File: src/rtl/data_memory_pkg.sv
// Shared types and default sizing for the DataMemory arbiter slice.
package data_memory_pkg;

  typedef enum logic [1:0] {
    IDLE   = 2'd0,
    ACCESS = 2'd1,
    RESP   = 2'd2
  } state_t;

  typedef enum logic {
    GRANT_A = 1'b0,
    GRANT_B = 1'b1
  } grant_t;

  localparam int DEF_ADDR_WIDTH = 64;
  localparam int DEF_DATA_WIDTH = 64;
  localparam int DEF_DEPTH      = 5;

endpackage

File: src/rtl/rr_arbiter_2.sv
// Two-requester arbiter: round-robin on lastGrant, or fixed priority to A.
module rr_arbiter_2
  import data_memory_pkg::*;
#(
  parameter int PRIORITY_MODE = 0
) (
  input  logic       i_req_a,
  input  logic       i_req_b,
  input  grant_t     i_last_grant,
  output logic [1:0] o_grant      // bit 0 = A, bit 1 = B
);

  always_comb begin
    // NOTE: default first so every path assigns o_grant and no latch is inferred.
    o_grant = 2'b00;
    if (PRIORITY_MODE != 0) begin
      if (i_req_a)      o_grant = 2'b01;
      else if (i_req_b) o_grant = 2'b10;
    end else if (i_req_a && i_req_b) begin
      // A tie goes to whoever was not served last.
      o_grant = (i_last_grant == GRANT_B) ? 2'b01 : 2'b10;
    end else if (i_req_a) begin
      o_grant = 2'b01;
    end else if (i_req_b) begin
      o_grant = 2'b10;
    end
  end

endmodule

File: src/rtl/data_memory_arbiter.sv
// Shares a single-port DataMemory between requesters A and B; every access
// runs IDLE -> ACCESS -> RESP, with out-of-range addresses blocked and flagged.
module data_memory_arbiter
  import data_memory_pkg::*;
#(
  parameter int ADDR_WIDTH    = DEF_ADDR_WIDTH,
  parameter int DATA_WIDTH    = DEF_DATA_WIDTH,
  parameter int DEPTH         = DEF_DEPTH,
  parameter int PRIORITY_MODE = 0
) (
  input  logic                  clock,
  input  logic                  resetN,
  input  logic                  aValid,
  output logic                  aReady,
  input  logic                  aWrite,
  input  logic [ADDR_WIDTH-1:0] aAddress,
  input  logic [DATA_WIDTH-1:0] aWriteData,
  output logic                  aRespValid,
  output logic                  aRespError,
  output logic [DATA_WIDTH-1:0] aReadData,
  input  logic                  bValid,
  output logic                  bReady,
  input  logic                  bWrite,
  input  logic [ADDR_WIDTH-1:0] bAddress,
  input  logic [DATA_WIDTH-1:0] bWriteData,
  output logic                  bRespValid,
  output logic                  bRespError,
  output logic [DATA_WIDTH-1:0] bReadData,
  output logic                  memRead,
  output logic                  memWrite,
  output logic [ADDR_WIDTH-1:0] memAddress,
  output logic [DATA_WIDTH-1:0] memWriteData,
  input  logic [DATA_WIDTH-1:0] memReadData
);

  localparam logic [ADDR_WIDTH-1:0] LP_DEPTH = ADDR_WIDTH'(DEPTH);

  state_t                r_state;
  grant_t                r_last_grant;
  grant_t                r_grant;
  logic                  r_write;
  logic                  r_error;
  logic [ADDR_WIDTH-1:0] r_addr;
  logic [DATA_WIDTH-1:0] r_wdata;
  logic [DATA_WIDTH-1:0] r_rdata;

  logic [1:0]            w_grant;
  logic                  w_sel_b;
  logic                  w_accept;
  logic                  w_req_write;
  logic [ADDR_WIDTH-1:0] w_req_addr;
  logic [DATA_WIDTH-1:0] w_req_wdata;
  logic                  w_access_ok;

  rr_arbiter_2 #(
    .PRIORITY_MODE (PRIORITY_MODE)
  ) u_arb (
    .i_req_a      (aValid),
    .i_req_b      (bValid),
    .i_last_grant (r_last_grant),
    .o_grant      (w_grant)
  );

  // Readies are held low while reset is asserted so every output reads 0.
  assign aReady      = resetN && (r_state == IDLE) && w_grant[0];
  assign bReady      = resetN && (r_state == IDLE) && w_grant[1];
  assign w_accept    = aReady || bReady;
  assign w_sel_b     = w_grant[1];
  assign w_req_write = w_sel_b ? bWrite     : aWrite;
  assign w_req_addr  = w_sel_b ? bAddress   : aAddress;
  assign w_req_wdata = w_sel_b ? bWriteData : aWriteData;

  always_ff @(posedge clock or negedge resetN) begin
    // NOTE: non-blocking assignments for all state so every register updates from pre-edge values.
    if (!resetN) begin
      r_state      <= IDLE;
      r_last_grant <= GRANT_B;
      r_grant      <= GRANT_A;
      r_write      <= 1'b0;
      r_error      <= 1'b0;
      r_addr       <= '0;
      r_wdata      <= '0;
      r_rdata      <= '0;
    end else begin
      case (r_state)
        IDLE: begin
          if (w_accept) begin
            r_grant      <= w_sel_b ? GRANT_B : GRANT_A;
            r_last_grant <= w_sel_b ? GRANT_B : GRANT_A;
            r_write      <= w_req_write;
            r_addr       <= w_req_addr;
            r_wdata      <= w_req_wdata;
            r_error      <= (w_req_addr >= LP_DEPTH);
            r_rdata      <= '0;
            r_state      <= ACCESS;
          end
        end
        ACCESS: begin
          if (!r_error && !r_write) r_rdata <= memReadData;
          r_state <= RESP;
        end
        RESP:    r_state <= IDLE;
        default: r_state <= IDLE;
      endcase
    end
  end

  // Memory pins are decoded from the registered state, so an async reset
  // mid-ACCESS removes memWrite before the committing edge.
  assign w_access_ok  = (r_state == ACCESS) && !r_error;
  assign memRead      = w_access_ok && !r_write;
  assign memWrite     = w_access_ok && r_write;
  assign memAddress   = w_access_ok ? r_addr : '0;
  assign memWriteData = (w_access_ok && r_write) ? r_wdata : '0;

  assign aRespValid = (r_state == RESP) && (r_grant == GRANT_A);
  assign bRespValid = (r_state == RESP) && (r_grant == GRANT_B);
  assign aRespError = aRespValid && r_error;
  assign bRespError = bRespValid && r_error;
  assign aReadData  = (aRespValid && !r_write) ? r_rdata : '0;
  assign bReadData  = (bRespValid && !r_write) ? r_rdata : '0;

endmodule
File: config.mk
export PLATFORM = sky130hd
export DESIGN_NAME = data_memory_arbiter
export DESIGN_NICKNAME = d
export VERILOG_FILES = /design/src/rtl/data_memory_pkg.sv /design/src/rtl/rr_arbiter_2.sv /design/src/rtl/data_memory_arbiter.sv
export SDC_FILE = /design/constraint.sdc
export NUM_CORES = 1
export LEC_CHECK = 0
export CORE_AREA = 8 8 221 223
export DETAILED_ROUTE_END_ITERATION = 12
export DIE_AREA = 0 0 229 231
export DONT_BUFFER_PORTS = 1
export MAX_ROUTING_LAYER = met4
export SETUP_SLACK_MARGIN = 0.05
export SLEW_MARGIN = 20
export SYNTH_ARGS = -nofsm -noshare
export SYNTH_HDL_FRONTEND = slang
export SYNTH_SLANG_ARGS = --single-unit
File: constraint.sdc
create_clock -name clock -period 2.3 [get_ports clock]
set_clock_uncertainty 0.2 [all_clocks]
set_input_delay 0.46 -clock clock [delete_from_list [all_inputs] [get_ports clock]]
set_output_delay 0.46 -clock clock [all_outputs]
set_load 0.02 [all_outputs]
# Word level (Yosys, flattened, before mapping)

Index checks and enable logic that the tools add are counted.

Order comparisons: 1
Equal/unequal tests: 4
Muxes and demuxes: 17
Bitwise gates (word level): 1
Reduce and logical (&&, ||, !) cells: 21

Operators with widths:

| operator            | number |
|---|---|
| $mux 64             | 8 |
| $pmux 64 s2         | 1 |
| $ge 64x3->1 const B | 1 |
| $logic_and 1x1->1   | 14 |
| $mux 2              | 5 |
| $ne 2x2->1 const B  | 2 |
| $pmux 2 s2          | 1 |
| $reduce_and 3->1    | 1 |
| $eq 2x1->1 const B  | 1 |
| $eq 2x2->1 const B  | 1 |
| $logic_not 1->1     | 2 |
| $logic_not 2->1     | 1 |
| $mux 1              | 2 |
| $reduce_and 2->1    | 1 |
| $reduce_bool 2->1   | 1 |
| $logic_or 1x1->1    | 1 |
| $not 1->1           | 1 |

Register bits: 198
Input port bits: 326
Output and inout bits: 264
Word-level logic and storage cells: 52

# Longest topological paths before layout

Depth after elaboration: 7
Depth in mapped cells: 7
Gate-level depth less buffers: 5

# Modules after synthesis

Synthesis repeated with hierarchy kept, for this count alone.

Cell total of the unflattened synthesis: 1208
Area total of the unflattened synthesis: 10712.8 µm²

By module, submodules not included:

| module              | instances | cells each | area an instance (µm²) | sequential area each (µm²) |
|---|---|---|---|---|
| data_memory_arbiter | 1         | 1205       | 10694.0                | 4956.0 |
| rr_arbiter_2        | 1         | 3          | 18.8                   | 0.0 |

# Worst setup path after synthesis

No wires, ideal clock.

Path type: reg2out
Start: register r_state[0]
End: output port aReadData[10]
Arrival: 1.615 ns
Data required time: 1.640 ns
Slack: 0.025 ns
Stages on the path, launching flop included: 6
Cells stage by stage: dfrtp_1 > nor3b_2 > nor2b_1 > buf_2 > clkbuf_1 > and2_1

Longest elaborated chain between the ends: 4

RTL lines:

| what                   | RTL line                   | RTL |
|---|---|---|
| start, declared        | data_memory_arbiter.sv:38  | `state_t r_state;` |
| start signal, assigned | data_memory_arbiter.sv:76  | `r_state <= IDLE;` |
| start signal, assigned | data_memory_arbiter.sv:95  | `r_state <= ACCESS;` |
| start signal, assigned | data_memory_arbiter.sv:100 | `r_state <= RESP;` |
| $eq 2x2->1             | data_memory_arbiter.sv:116 | `assign aRespValid = (r_state == RESP) && (r_grant == GRANT_A);` |
| $logic_and 1x1->1      | data_memory_arbiter.sv:116 |  |
| named net aRespValid   | data_memory_arbiter.sv:18  | `output logic aRespValid,` |
| $logic_and 1x1->1      | data_memory_arbiter.sv:120 | `assign aReadData = (aRespValid && !r_write) ? r_rdata : '0;` |
| $mux 64                | data_memory_arbiter.sv:120 |  |
| end, declared          | data_memory_arbiter.sv:20  | `output logic [DATA_WIDTH-1:0] aReadData,` |

The timed path passes the listed nets, and every way through them passes these cells.

# Worst setup path in the final report

Start: register r_state[1]
End: output port aReadData[53]

Longest elaborated chain between the ends: 4

RTL lines:

| what              | RTL line |
|---|---|
| $eq 2x2->1        | data_memory_arbiter.sv:116 |
| $logic_and 1x1->1 | data_memory_arbiter.sv:116 |
| $logic_and 1x1->1 | data_memory_arbiter.sv:120 |
| $mux 64           | data_memory_arbiter.sv:120 |

Every way passes these cells.

==> run summary <==
Crit Path Max Fanout - 8
Synth cell types - 34
Final worst path period share - 1.15
Achievable frequency - 379 MHz
Post-synth top area share - 0.459
Die area - 52,900 sq um
Mapped Cells - 1,352
Post-Syn Area - 10,700 sq um
Drt initial violations - 1,139
Clock tree buffer depth - 2
Gpl congestion - 0.901
Pre-antenna DRT Iters - 6
Die height - 231 um
Yosys warns - 0
Reg-to-reg startpoint - r_state[0]
I/O pins - 590
FF+latch count, synth - 198
CP Launch Point - r_state[1]
Avg Cell Area, Syn - 7.94 sq um
Top post-synthesis cells by area - dfrtp_1, nand2_1, and2_1
Failing checks - negative hold slack, negative setup slack
Util after Layout - 0.381
Setup slack, reg-to-reg - 0.13 ns
Leading cell type in the layout, fill and taps excluded - nand2_1
Final WL - 58,100 um
Critical path, cell by cell - buf_4 > nor3b_2 > nor2b_4 > buf_12 > buf_12 > and2_1 > buf_4
Number of placed cells counting well taps - 1,909
Largest net degree at the start of global routing - 200
GRT Total Usage - 0.191
Fin. max-slew vios - 0
Core footprint - 45,100 sq um
NumNets Final - 2,025
Setup Total Neg Slack - -64.56 ns
DRC - 0
Synth Area in Simple Gates - 0.394
Worst-Skew Late Latency - 0.48 ns
Slowest CP cell - dfrtp_1
CTS tree - yes
Clock Sink Count - 198
Top_reg_cell synth - dfrtp_1
Static Leak - 7.53 nW
Worst reg2reg path depth - 8
Synth Net Count - 1,678
PwrDens - 632 nW/um^2
Most area-hungry cell type in the Yosys netlist - dfrtp_1
Slew @ Worst Pin - 0.707 ns
Share of cells above drive strength 1 - 0.242
I/O Buffers - 0
Worst setup endpoint - aReadData[53]
Class of the most critical setup path - reg -> out
Initial antenna violation count - 5
DIE WIDTH - 229 um
Fill cells - 4,251
Post-synthesis compound-gate area fraction - 0.0849
Clk slew on worst S/H paths - 0.08 ns
Vias/cell - 5.33
Total of max-cap violations - 0
Vias - 12,361
Post-CTS Hold Fix Bufs - 325
Min-delay worst type - in -> async
Fin cells - 2,318
CTS Buf Count - 17
Status - complete, but fails checks
H-tree depth - 4
Setup-failing EPs final - 261
Clock Tree Root - clkbuf_16
Unrepaired setup endpoints after global routing - true
Commonest cells after routing, fill and taps aside - nand2_1, dlygate4sd3_1, dfrtp_1, and2_4, nor2_1
Startpoint Class - flop
Max VDD drop - 0.462 mV
Rel. slew slack - 0.528
Worst setup margin - -0.335 ns
Post-synthesis sequential area ratio - 0.462
Vias in the first global route - 12,173
Fraction of registers with async set/reset - 1.00
Syn-to-layout area delta - 60.1%
GRT Residual Overflow - 0
Final min period - 2.64 ns
Post-synthesis mux area share - 0
Main combinational cell family by area after synthesis - simple AND/OR/NAND/NOR gates
CP max stage delay - 0.34 ns
Required time of the critical path - 1.64 ns
Post-route ant nets - 0
Post-detail-place hpwl - 34,700 um
CP arrival - 1.98 ns
Post-Place Worst Slack - 0.0738 ns
Rows - 78
First-pass GRT wire length - 76,200 um
Wire length per cell - 25.1 um
CP Capture Type - output port
Initial Utilization - 0.238
Final hold vios - 198
Worst R2R End - r_addr[57]
Adder-cell share of the synthesized area - 0
XOR/XNOR share of the synthesized area - 0
Hold slack - -0.534 ns
Number of flops mapped to enable cells by yosys - 0
==> power breakdown <==
| part | internal, mW | switching [mW] | total (mW) |
|---|---|---|---|
| Combinational | 1.23 | 1.49 | 2.72 |
| Clock | 1.63 | 1.51 | 3.15 |
| Sequential | 4.26 | 0.736 | 5.00 |
| Total | 7.12 | 3.74 | 10.9 |
==> stage by stage <==
step                      hold slack, ns  power, mW  cell area [sq um]
final                             -0.534       10.9              17200
after global placement           -0.0300       6.77              11800
after floorplan                  -0.0356       6.07              10700
after CTS                         -0.580       10.5              16200
after global routing              -0.576       11.3              17200
after detailed placement         -0.0304       6.85              11800
==> cell families after synthesis <==
logic type	after synthesis
flops	198
simple gates	894
buf+inv	116
compound gates	144
==> critical path: cells and delay by family, from the launching register on <==
family / cells / cell delay, ns
and+or+nand+nor: 3 / 0.56
buffers and inverters: 4 / 0.57
DFF: 1 / 0.34
==> synth_stat cells (2+ instances only) <==
master	n
nand2_1	389
dfrtp_1	197
and2_1	196
nor2_1	133
a31oi_1	131
nand3_1	66
and3_1	64
clkbuf_1	47
buf_2	33
nor4_1	29
buf_6	14
buf_4	12
nand4_1	7
clkbuf_2	6
a21oi_1	3
and2b_1	2
inv_1	2
nor2b_1	2
nor3b_2	2
o21ai_0	2
o22ai_1	2
==> worst min-delay path by stage <==
stage / startpoint / to / slack [ns] / cells after the start
after detailed placement: resetN / r_addr[47] / -0.03 / 0
after CTS: resetN / r_addr[23] / -0.58 / 0
after floorplan: resetN / r_addr[0] / -0.04 / 0
final: resetN / r_addr[26] / -0.53 / 0
after global routing: resetN / r_addr[26] / -0.58 / 0
after global placement: resetN / r_addr[24] / -0.03 / 0
==> area by class of cell <==
| cell class | count | area (sq um) | share of cell area |
|---|---|---|---|
| clock inverters | 14 | 165 | 0.00960 |
| flip-flops and latches | 198 | 4960 | 0.288 |
| clock buffers | 18 | 429 | 0.0250 |
| diodes | 6 | 15.0 | 0.000873 |
| inverters | 3 | 37.5 | 0.00218 |
| repair buffers | 437 | 4840 | 0.282 |
| multi-input cells | 1039 | 5970 | 0.347 |
| repair inverters | 3 | 26.3 | 0.00153 |
| well taps | 600 | 751 | 0.0437 |
==> what timing repair did <==
item                       in CTS  in global routing
gates cloned                    5                 20
hold endpoints to repair      393                198
setup endpoints to repair     262                284
resized for setup             271                233
pin swaps                      21                  4
buffers inserted                2                 19
==> flip-flops by register name, summed over array words and instances, names as in the netlist <==
signal	count
r_addr	64
r_rdata	64
r_wdata	64
r_state	2
r_error	1
r_grant	1
r_last_grant	1
r_write	1
==> per-layer routing <==
layer,share of wire,vias to the layer above,routed length (um),GRT usage
met5,0,-,0,-
met4,0.053,0,3100,0.0972
met3,0.11,221,6240,0.0652
met2,0.50,1027,29000,0.326
met1,0.34,5927,19800,0.193
li1,-,5186,-,-
Note: power is estimated with default switching activity, not from simulation.
